**src/rtl/sseg_scan_controller.sv**
```systemverilog
// Multiplexed seven-segment scan controller for a common-anode display bank.
// Holds its own slot prescaler, PWM sub-slot counter and digit scan counter.
// Digit data is staged on load and committed only at a frame boundary, so a
// frame is always drawn from one consistent snapshot.
module sseg_scan_controller #(
    parameter int unsigned NUM_DIGITS  = 8,
    parameter int unsigned SLOT_TICKS  = 5208,
    parameter int unsigned BRIGHT_BITS = 3
) (
    input  logic                    clk,
    input  logic                    reset_n,
    input  logic                    enable,
    input  logic [4*NUM_DIGITS-1:0] digits_in,
    input  logic [NUM_DIGITS-1:0]   dp_in,
    input  logic [NUM_DIGITS-1:0]   blank_in,
    input  logic                    load,
    input  logic [BRIGHT_BITS-1:0]  brightness,
    output logic [6:0]              sseg,
    output logic                    DP,
    output logic [NUM_DIGITS-1:0]   an,
    output logic                    frame_done,
    output logic                    pending
);

    localparam int unsigned TW = $clog2(SLOT_TICKS);
    localparam int unsigned DW = $clog2(NUM_DIGITS);

    // Scan counters
    logic [TW-1:0]          tick_q, tick_d;
    logic [BRIGHT_BITS-1:0] sub_q, sub_d;
    logic [DW-1:0]          dig_q, dig_d;
    logic                   tick_last, sub_last, dig_last;

    // Staging (written by load) and display (committed at frame end) registers
    logic [4*NUM_DIGITS-1:0] stg_val_q, stg_val_d;
    logic [NUM_DIGITS-1:0]   stg_dp_q, stg_dp_d;
    logic [NUM_DIGITS-1:0]   stg_blank_q, stg_blank_d;
    logic                    pend_q, pend_d;
    logic [4*NUM_DIGITS-1:0] disp_val_q, disp_val_d;
    logic [NUM_DIGITS-1:0]   disp_dp_q, disp_dp_d;
    logic [NUM_DIGITS-1:0]   disp_blank_q, disp_blank_d;

    // Currently scanned digit and registered pin drivers
    logic [3:0]            cur_nib;
    logic                  cur_dp, cur_blank, lit;
    logic [6:0]            seg_dec;
    logic [6:0]            sseg_q, sseg_d;
    logic                  dp_q, dp_d;
    logic [NUM_DIGITS-1:0] an_q, an_d;

    assign tick_last  = (tick_q == TW'(SLOT_TICKS - 1));
    assign sub_last   = (sub_q == '1);
    assign dig_last   = (dig_q == DW'(NUM_DIGITS - 1));
    // Asserted in the cycle whose closing edge wraps the digit counter to 0
    assign frame_done = enable & tick_last & sub_last & dig_last;
    assign pending    = pend_q;
    assign sseg       = sseg_q;
    assign DP         = dp_q;
    assign an         = an_q;

    // Next-state for the prescaler, sub-slot and digit counters; all hold when disabled
    always_comb begin
        tick_d = tick_q;
        sub_d  = sub_q;
        dig_d  = dig_q;
        if (enable) begin
            if (tick_last) begin
                tick_d = '0;
                sub_d  = sub_q + BRIGHT_BITS'(1);
                if (sub_last) begin
                    dig_d = dig_last ? '0 : dig_q + DW'(1);
                end
            end else begin
                tick_d = tick_q + TW'(1);
            end
        end
    end

    // Snapshot staging and frame-boundary commit
    always_comb begin
        stg_val_d    = stg_val_q;
        stg_dp_d     = stg_dp_q;
        stg_blank_d  = stg_blank_q;
        pend_d       = pend_q;
        disp_val_d   = disp_val_q;
        disp_dp_d    = disp_dp_q;
        disp_blank_d = disp_blank_q;
        if (frame_done) begin
            // A load coinciding with the boundary bypasses staging entirely
            if (load) begin
                disp_val_d   = digits_in;
                disp_dp_d    = dp_in;
                disp_blank_d = blank_in;
            end else if (pend_q) begin
                disp_val_d   = stg_val_q;
                disp_dp_d    = stg_dp_q;
                disp_blank_d = stg_blank_q;
            end
            pend_d = 1'b0;
        end else if (load) begin
            stg_val_d   = digits_in;
            stg_dp_d    = dp_in;
            stg_blank_d = blank_in;
            pend_d      = 1'b1;
        end
    end

    // Select the display data for the digit currently being scanned
    always_comb begin
        cur_nib   = 4'h0;
        cur_dp    = 1'b0;
        cur_blank = 1'b1;
        for (int unsigned i = 0; i < NUM_DIGITS; i++) begin
            if (dig_q == DW'(i)) begin
                cur_nib   = disp_val_q[4*i +: 4];
                cur_dp    = disp_dp_q[i];
                cur_blank = disp_blank_q[i];
            end
        end
    end

    // Hex to active-low {a,b,c,d,e,f,g}
    always_comb begin
        seg_dec = 7'h7F;
        unique case (cur_nib)
            4'h0:    seg_dec = 7'b0000001;
            4'h1:    seg_dec = 7'b1001111;
            4'h2:    seg_dec = 7'b0010010;
            4'h3:    seg_dec = 7'b0000110;
            4'h4:    seg_dec = 7'b1001100;
            4'h5:    seg_dec = 7'b0100100;
            4'h6:    seg_dec = 7'b0100000;
            4'h7:    seg_dec = 7'b0001111;
            4'h8:    seg_dec = 7'b0000000;
            4'h9:    seg_dec = 7'b0000100;
            4'hA:    seg_dec = 7'b0001000;
            4'hB:    seg_dec = 7'b1100000;
            4'hC:    seg_dec = 7'b0110001;
            4'hD:    seg_dec = 7'b1000010;
            4'hE:    seg_dec = 7'b0110000;
            4'hF:    seg_dec = 7'b0111000;
            default: seg_dec = 7'h7F;
        endcase
    end

    // Pin values for the current counter state; PWM lights sub-slots 0..brightness
    always_comb begin
        lit    = enable && (sub_q <= brightness) && !cur_blank;
        sseg_d = 7'h7F;
        dp_d   = 1'b1;
        an_d   = '1;
        if (lit) begin
            sseg_d = seg_dec;
            dp_d   = ~cur_dp;
            for (int unsigned i = 0; i < NUM_DIGITS; i++) begin
                an_d[i] = (dig_q != DW'(i));
            end
        end
    end

    // State registers; segments, DP and anodes update together on one edge
    always_ff @(posedge clk or negedge reset_n) begin
        if (!reset_n) begin
            tick_q       <= '0;
            sub_q        <= '0;
            dig_q        <= '0;
            stg_val_q    <= '0;
            stg_dp_q     <= '0;
            stg_blank_q  <= '0;
            pend_q       <= 1'b0;
            disp_val_q   <= '0;
            disp_dp_q    <= '0;
            disp_blank_q <= '1;
            sseg_q       <= 7'h7F;
            dp_q         <= 1'b1;
            an_q         <= '1;
        end else begin
            tick_q       <= tick_d;
            sub_q        <= sub_d;
            dig_q        <= dig_d;
            stg_val_q    <= stg_val_d;
            stg_dp_q     <= stg_dp_d;
            stg_blank_q  <= stg_blank_d;
            pend_q       <= pend_d;
            disp_val_q   <= disp_val_d;
            disp_dp_q    <= disp_dp_d;
            disp_blank_q <= disp_blank_d;
            sseg_q       <= sseg_d;
            dp_q         <= dp_d;
            an_q         <= an_d;
        end
    end

endmodule

```
**config.mk**
```make
export PLATFORM = sky130hd
export DESIGN_NAME = sseg_scan_controller
export DESIGN_NICKNAME = d
export VERILOG_FILES = /design/src/rtl/sseg_scan_controller.sv
export SDC_FILE = /design/constraint.sdc
export NUM_CORES = 1
export LEC_CHECK = 0
export BUFFER_PORTS_ARGS = -buffer_cell sky130_fd_sc_hd__buf_2
export CAP_MARGIN = 30
export CORE_MARGIN = 8
export CORE_UTILIZATION = 52
export CTS_CLUSTER_SIZE = 20
export DETAILED_ROUTE_END_ITERATION = 6
export GPL_TIMING_DRIVEN = 0
export PLACE_DENSITY = 0.82
export REMOVE_ABC_BUFFERS = 1
export SYNTH_ARGS = -nofsm -noshare
export SYNTH_HDL_FRONTEND = slang
export SYNTH_SLANG_ARGS = --single-unit
```
**constraint.sdc**
```tcl
create_clock -name clk -period 2.9 [get_ports clk]
set_clock_uncertainty 0.2 [all_clocks]
set_input_delay 0.29 -clock clk [delete_from_list [all_inputs] [get_ports clk]]
set_output_delay 0.29 -clock clk [all_outputs]
set_load 0.05 [all_outputs]
```
==> out/qor.yml, run 1 <==
critical_path:
  timing_worst_setup_path_type: "flop to output port"
  critical_path.n_buffers_inverters: 1
  cp.required_ns: 2.41
  timing.critical_path.fanout_max: 5
  worst_path_largest_cell_delay_ns: 0.57
  cp-startpoint: "tick_q[9]$_DFFE_PN0P_"
  cp-start-kind: "flop"
  crit_path_end_kind: "output port"
  ff2ff_setup_slack_ns: 0.07
  critical_path.reg2reg.startpoint: "dig_q[0]$_DFFE_PN0P_"
  arrival_ns: 2.40
  critical-path-top-delay-family: "simple AND/OR/NAND/NOR gates"
  worstPathCellList: "or4_4, nor4_4, and3_2, buf_4"
  cp_slowest_cell: "or4_4"
route:
  drtIter0Drc: 369
  route.detailed.wl_per_inst_um: 18.0
  route.final.wire_length_um: 15400
  via_count: 4871
  drt_drc_violations_left: 0
  post_drt_antenna_nets: 0
  vias_per_cell: 5.68
  dr.pass1.iters: 5
clock_network:
  tritoncts: "built"
  master_cell_of_the_clock_root_buffer: "clkbuf_16"
  clock_tree_buf_depth: 2
  clock_sink_count: 132
  path_clk_slew_ns: 0.06
  number_of_buffers_created_by_cts: 17
  clkLatencyLatePin_ns: 0.42
  cts_htree_levels: 4
synth:
  netlist-cell-type-count: 49
  synth_area_leader_cell: "dfrtp_1"
  mapped_area_um2: 6380
  synth_top_area_share: 0.424
  warnings_synthesis: 0
  postSynthRegisterBits: 132
  syn_inst: 569
  synth-main-ff-cell: "dfrtp_1"
  synth_top_cells_by_area: "dfrtp_1 (42%), dfstp_2 (9.9%), mux2i_1 (8.3%), mux2_1 (4.9%), nand2_1 (4.9%)"
  async_flop_share: 1.00
  synth_enable_flop_cells: 0
  yosysSeqAreaShare: 0.523
  postSynthAreaPerCell_um2: 11.2
place:
  dpl.hpwl_um: 9340
  count_of_port_buffers_added_during_placement: 72
  routabilityCongestion: 0.833
  preCtsSetupSlack_ns: -1.08
die:
  die-height_um: 127
  core.rowCount: 40
  fp.coreArea_um2: 12000
  die-width_um: 127
  effective_utilization_at_floorplan: 0.531
  die-area_um2: 16100
  total_i_o_pin_count: 73
finish:
  insertedDiodeCount: 0
  mostFrequentLayoutCells: "dfrtp_1 (105), nand2_1 (83), buf_2 (69), mux2i_1 (53), dlygate4sd3_1 (50)"
  drive_above_1_share: 0.281
  final_common_cell: "dfrtp_1"
  area_growth_pct: 29.9
  layout.nets: 771
sta:
  layout_min_cycle_time_ns: 2.89
  final-hold-violation-count: 0
  final_min_period_over_clock_period: 0.995
  slew_violations: 0
  rsz_0062_raised_after_global_routing: "true"
  final_worst_setup_slack_ns: 0.0131
  timing_worst_slew_pin_value_ns: 0.913
  max_slew_margin: 0.388
  setup_violations: 0
  fmaxAchievable_mhz: 346
job:
  timing.max_cap.violations: 0
pwr:
  pwr-share-seq: 0.428
  combPwrFrac: 0.102
  p_sw_mw: 1.16
  p_int_mw: 3.66
  pwr_total_mw: 4.82
  cellLeakagePower_nw: 3.72
  p_per_area_nw_per_um2: 582
  pwr-share-clk: 0.470
  max-vdd-ir-drop_mv: 0.450
  swShare: 0.241
grt:
  global_route_wire_length_before_repair_um: 25400
  number_of_antenna_violations_at_the_first_check_in_global_routing: 0
  grt_overflow_total: 0
  first_global_vias: 5169
  grt_total_usage: 0.198
  largest_net_degree_at_the_start_of_global_routing: 83
hold_path:
  min_path_type: "input pin to asynchronous set/reset pin"
outcome:
  status: "complete, no violations"
-- metal layers --
metal  routed length (µm)  GRT usage  vias up
li1                     -          -     2264
met1                 6630      0.240     2422
met2                 7600      0.328      151
met3                  863     0.0511       34
met4                  354     0.0819        0
met5                    0          0        -
-- path summary, 6_finish.rpt --
path / end / cells past startpoint
worst min-delay path: tick_q[7]$_DFFE_PN0P_ / 2
min in group clk: an[7]$_DFF_PN1_ / 5
worst min register to register: disp_blank_q[3]$_DFFE_PN1P_ / 2
worst max register to register: sseg[5]$_DFF_PN1_ / 10
max in group asynchronous: DP$_DFF_PN1_ / 3
worst max-delay path: frame_done / 4
-- worst register-to-register path, stage by stage (launching register included) --
cell       delay [ns]
dfrtp_2          0.45
inv_1            0.17
ha_4             0.26
a21oi_1          0.09
a2111oi_2        0.39
o22ai_2          0.18
a21oi_2          0.22
inv_1            0.12
ha_1             0.28
o211ai_1         0.21
o211ai_1         0.13
-- sequential cells by signal, indices dropped and copies added (netlist names) --
register and cells:
disp_blank_q 8, stg_dp_q 8, stg_val_q 32, pending 1, tick_q 13, disp_dp_q 8, sseg 7, stg_blank_q 8
sub_q 3, dig_q 3, disp_val_q 32, an 8, DP 1
-- power by group through the flow --
stage	Clock [mW]	Combinational [mW]	Sequential (mW)
5_1_grt	2.36	0.542	2.08
3_3_place_gp	0	0.409	2.08
6_report	2.27	0.492	2.07
2_1_floorplan	0	0.253	2.09
4_1_cts	2.30	0.491	2.06
3_5_place_dp	0	0.431	2.09
-- Yosys cell counts, types with 10 or more instances --
library cell,number
mux2_4,20
dfrtp_1,108
mux2_1,28
nand3_1,14
inv_1,14
mux2i_1,53
dfstp_2,24
clkbuf_1,19
nand2_1,83
ha_1,18
nor2_1,16
o21ai_1,50
buf_2,10
o21ai_0,11
-- stage by stage --
step           instance area [µm²]  hold WS, ns  std cells  TNS [ns]  utilization
6_report                      8290        0.172        858         0        0.690
3_3_place_gp                  6760        0.256        753   -329.86        0.563
4_1_cts                       8160        0.182        847         0        0.679
5_1_grt                       8290        0.222        858   -0.0371        0.690
3_5_place_dp                  6880       0.0620        757    -18.44        0.573
2_1_floorplan                 6210       -0.206        534   -161.25            -
-- cell type report --
class | count | area [µm²]
clock buffers | 17 | 425
clock inverters | 15 | 206
fillers | 820 | 3730
inverters | 15 | 61.3
multi-input cells | 388 | 2950
flip-flops and latches | 132 | 3340
well taps | 147 | 184
repair buffers | 144 | 1110
-- cell families (layout without fill, tap and decap cells) --
family	count (synthesis)	count (layout)	synth area share
AND/OR/NAND/NOR	144	145	0.104
flip-flops	132	132	0.523
AO/OA/AOI/OAI	109	109	0.102
multiplexers	103	103	0.183
buffers and inverters	50	191	0.0349
adder cells (fa/ha/maj)	18	18	0.0353
XOR/XNOR	13	13	0.0179
-- timing repair --
| action | in CTS | in global routing |
|---|---|---|
| gates resized for setup | 19 | 11 |
| setup buffers | 7 | 11 |
| setup endpoints to repair | 86 | 7 |
| hold endpoints to repair | 145 | 0 |
| hold buffers | 50 | 0 |
| gates cloned | 1 | 0 |
| pin swaps | 4 | 5 |
Note: power is estimated with default switching activity, not from simulation.
==> run 2: changes to the inputs <==
--- a/config.mk
+++ b/config.mk
@@ -5,6 +5,7 @@
 export SDC_FILE = /design/constraint.sdc
 export NUM_CORES = 1
 export LEC_CHECK = 0
+export ABC_AREA = 1
 export BUFFER_PORTS_ARGS = -buffer_cell sky130_fd_sc_hd__buf_2
 export CAP_MARGIN = 30
 export CORE_MARGIN = 8
==> run 2 against run 1 <==
Compared with the run above:
- global-route usage is 1.6 points lower
- sequential cell count stayed put
- synthesized cell count grew 24%
- setup slack improved by 0.20 ns
- final area is 2.6% lower
- non-clock buffer count shrank 21
- critical path depth up 4
- largest cell class unchanged
- highest routed layer unchanged
==> out/qor.yml, run 2 <==
finish:
  area_growth_pct: 23.7  # was 29.9%
  final_cell_area_um2: 8070  # was 8290 µm²
  mostFrequentLayoutCells: "nand2_1 (189), dfrtp_1 (107), buf_2 (71), inv_1 (59), dlygate4sd3_1 (49)"  # was dfrtp_1 (105), nand2_1 (83), buf_2 (69), mux2i_1 (53), dlygate4sd3_1 (50)
  reg_top3: "disp_val_q (32), stg_val_q (32), tick_q (13)"  # unchanged
  final_cells: 1002  # was 858
  insertedDiodeCount: 0  # unchanged
  final_common_cell: "nand2_1"  # was dfrtp_1
  layout.nets: 890  # was 771
  drive_above_1_share: 0.229  # was 0.281
route:
  drt_drc_violations_left: 0  # unchanged
  drtIter0Drc: 291  # was 369
  route.detailed.wl_per_inst_um: 13.9  # was 18.0 µm
  vias_per_cell: 4.97  # was 5.68
  post_drt_antenna_nets: 0  # unchanged
  via_count: 4975  # was 4,871
  route.final.wire_length_um: 14000  # was 15,400 µm
  dr.pass1.iters: 5  # unchanged
critical_path:
  critical_path.n_buffers_inverters: 0  # was 1
  crit_path_end_kind: "flop"  # was output port
  critical-path-top-delay-family: "simple AND/OR/NAND/NOR gates"  # unchanged
  timing.critical_path.fanout_max: 62  # was 5
  cp_slowest_cell: "nand2_4"  # was or4_4
  reg2reg_to: "stg_val_q[18]$_DFFE_PN0P_"  # was sseg[5]$_DFF_PN1_
  timing_worst_setup_path_type: "flop to flop"  # was flop to output port
  arrival_ns: 2.78  # was 2.40 ns
  worstPathCellList: "ha_1, nand3_1, nor4_4, nand2_4, nor2_4, nand2_4, nand2_4, mux2_2"  # was or4_4, nor4_4, and3_2, buf_4
  cp.required_ns: 3.00  # was 2.41 ns
  critical_path.reg2reg.startpoint: "tick_q[0]$_DFFE_PN0P_"  # was dig_q[0]$_DFFE_PN0P_
  crit_top_cell: "nand2_4"
  ff2ff_setup_slack_ns: 0.21  # was 0.07 ns
  cp-start-kind: "flop"  # unchanged
  worst_path_largest_cell_delay_ns: 0.55  # was 0.57 ns
  r2r.worst_path.cells: 8  # was 10
sta:
  layout_min_cycle_time_ns: 2.69  # was 2.89 ns
  max_slew_margin: 0.501  # was 0.388
  final_min_period_over_clock_period: 0.927  # was 0.995
  tns_ns: 0  # unchanged
  timing_worst_slew_pin_value_ns: 0.748  # was 0.913 ns
  setup_violations: 0  # unchanged
  final-hold-violation-count: 0  # unchanged
  holdWs_ns: 0.0484  # was 0.172 ns
  fmaxAchievable_mhz: 372  # was 346 MHz
  slew_violations: 0  # unchanged
synth:
  yosysSeqAreaShare: 0.511  # was 0.523
  mapped_area_um2: 6520  # was 6380 µm²
  synth_top_area_share: 0.414  # was 0.424
  postSynthRegisterBits: 132  # unchanged
  synth_area_leader_cell: "dfrtp_1"  # unchanged
  postSynthAreaPerCell_um2: 9.24  # was 11.2 µm²
  yosysMostFrequentCell: "nand2_1"  # was dfrtp_1
  synth-main-ff-cell: "dfrtp_1"  # unchanged
  synth_enable_flop_cells: 0  # unchanged
  netlist-cell-type-count: 36  # was 49
  syn_inst: 706  # was 569
  async_flop_share: 1.00  # unchanged
  warnings_synthesis: 0  # unchanged
  synth_top_cells_by_area: "dfrtp_1 (41%), nand2_1 (11%), dfstp_2 (9.7%), mux2_2 (5.5%), mux2i_1 (5.2%)"  # was dfrtp_1 (42%), dfstp_2 (9.9%), mux2i_1 (8.3%), mux2_1 (4.9%), nand2_1 (4.9%)
  synth_top_cells_by_count: "nand2_1 (191), dfrtp_1 (108), inv_1 (60)"  # was dfrtp_1 (108), nand2_1 (83), mux2i_1 (53)
hold_path:
  holdPathStages: 3
  min_path_type: "input pin to flop"  # was input pin to asynchronous set/reset pin
  min_from: "enable"
  worstHoldEndpoint: "tick_q[1]$_DFFE_PN0P_"
die:
  die-height_um: 128  # was 127 µm
  die-width_um: 128  # was 127 µm
  die-area_um2: 16400  # was 16,100 µm²
  total_i_o_pin_count: 73  # unchanged
  core.rowCount: 41  # was 40
  fp.coreArea_um2: 12400  # was 12,000 µm²
  effective_utilization_at_floorplan: 0.525  # was 0.531
place:
  placement_cell_area_um2: 6940  # was 6880 µm²
  dp_cell_count: 921  # was 757
  dpl.hpwl_um: 8910  # was 9340 µm
  routabilityCongestion: 0.809  # was 0.833
  count_of_port_buffers_added_during_placement: 72  # unchanged
job:
  timing.max_cap.violations: 0  # unchanged
pwr:
  cellLeakagePower_nw: 3.99  # was 3.72 nW
  max-vdd-ir-drop_mv: 0.420  # was 0.450 mV
  pwr_total_mw: 4.64  # was 4.82 mW
  p_per_area_nw_per_um2: 575  # was 582 nW/µm²
clock_network:
  clock_sink_count: 132  # unchanged
  path_clk_slew_ns: 0.06  # about the same
  master_cell_of_the_clock_root_buffer: "clkbuf_16"  # unchanged
  clkLatencyLatePin_ns: 0.41  # was 0.42 ns
  cts_htree_levels: 4  # unchanged
  number_of_buffers_created_by_cts: 17  # unchanged
  tritoncts: "built"  # unchanged
  clock_tree_buf_depth: 2  # unchanged
outcome:
  status: "complete, no violations"  # unchanged
grt:
  number_of_antenna_violations_at_the_first_check_in_global_routing: 0  # unchanged
  grt_overflow_total: 0  # unchanged
  first_global_vias: 5052  # was 5,169
  global_route_wire_length_before_repair_um: 23700  # was 25,400 µm
  grt_total_usage: 0.181  # was 0.198
  largest_net_degree_at_the_start_of_global_routing: 97  # was 83
run 2: timing repair:
item / in CTS / in global routing
hold buffers: 49 / 0
buffers inserted: 0 / 0
endpoints found under the hold margin: 121 / 0
setup endpoints to repair: 1 / 8
resized for setup: 1 / 13
pin swaps: 0 / 0
run 2: routing by layer:
layer / track usage / vias up / wire [µm]
li1: - / 2507 / -
met1: 0.230 / 2383 / 6290
met2: 0.295 / 73 / 7090
met3: 0.0403 / 12 / 377
met4: 0.0727 / 0 / 194
met5: 0 / - / 0
run 2: logic make-up (layout without fill, tap and decap cells):
logic type,after synthesis,after routing,share of synthesized area
compound gates,98,98,0.0786
fa+ha+maj,18,18,0.0345
mux,68,68,0.111
flops,132,132,0.511
simple gates,290,290,0.189
xor+xnor,5,5,0.00671
buf+inv,95,219,0.0689
run 2: power breakdown:
| group | internal, mW | switching (mW) | total (mW) |
|---|---|---|---|
| Combinational | 0.228 | 0.253 | 0.481 |
| Clock | 1.32 | 0.778 | 2.10 |
| Sequential | 1.97 | 0.0873 | 2.06 |
| Total | 3.52 | 1.12 | 4.64 |
run 2: metrics by stage:
step	utilization	setup WS (ns)
2_1_floorplan	-	0.556
3_3_place_gp	0.555	-0.386
3_5_place_dp	0.559	0.0734
4_1_cts	0.646	0.106
5_1_grt	0.650	-0.0224
6_report	0.650	0.213
run 2: final cells by class:
class	count	area (µm²)
Multi-Input combinational cell	479	2800
Clock buffer	21	470
Clock inverter	11	108
Tap cell	172	215
Inverter	64	241
Fill cell	992	4350
Sequential cell	132	3330
Timing Repair Buffer	123	905
run 2: worst register-to-register path, cell delays in order (launching register included):
cell     delay, ns
dfrtp_1       0.42
ha_1          0.20
nand3_1       0.12
nor4_4        0.20
nand2_4       0.16
nor2_4        0.20
nand2_4       0.09
nand2_4       0.55
mux2_2        0.45
run 2: worst max path at each step:
stage                           from                         to  cells after the start
2_1_floorplan  tick_q[0]$_DFFE_PN0P_   disp_dp_q[5]$_DFFE_PN0P_                     10
3_3_place_gp                 reset_n      tick_q[3]$_DFFE_PN0P_                      1
4_1_cts         dig_q[1]$_DFFE_PN0P_          sseg[3]$_DFF_PN1_                     18
5_1_grt         dig_q[0]$_DFFE_PN0P_          sseg[3]$_DFF_PN1_                     18
6_report       tick_q[0]$_DFFE_PN0P_  stg_val_q[18]$_DFFE_PN0P_                      8
3_5_place_dp    dig_q[1]$_DFFE_PN0P_          sseg[3]$_DFF_PN1_                     18
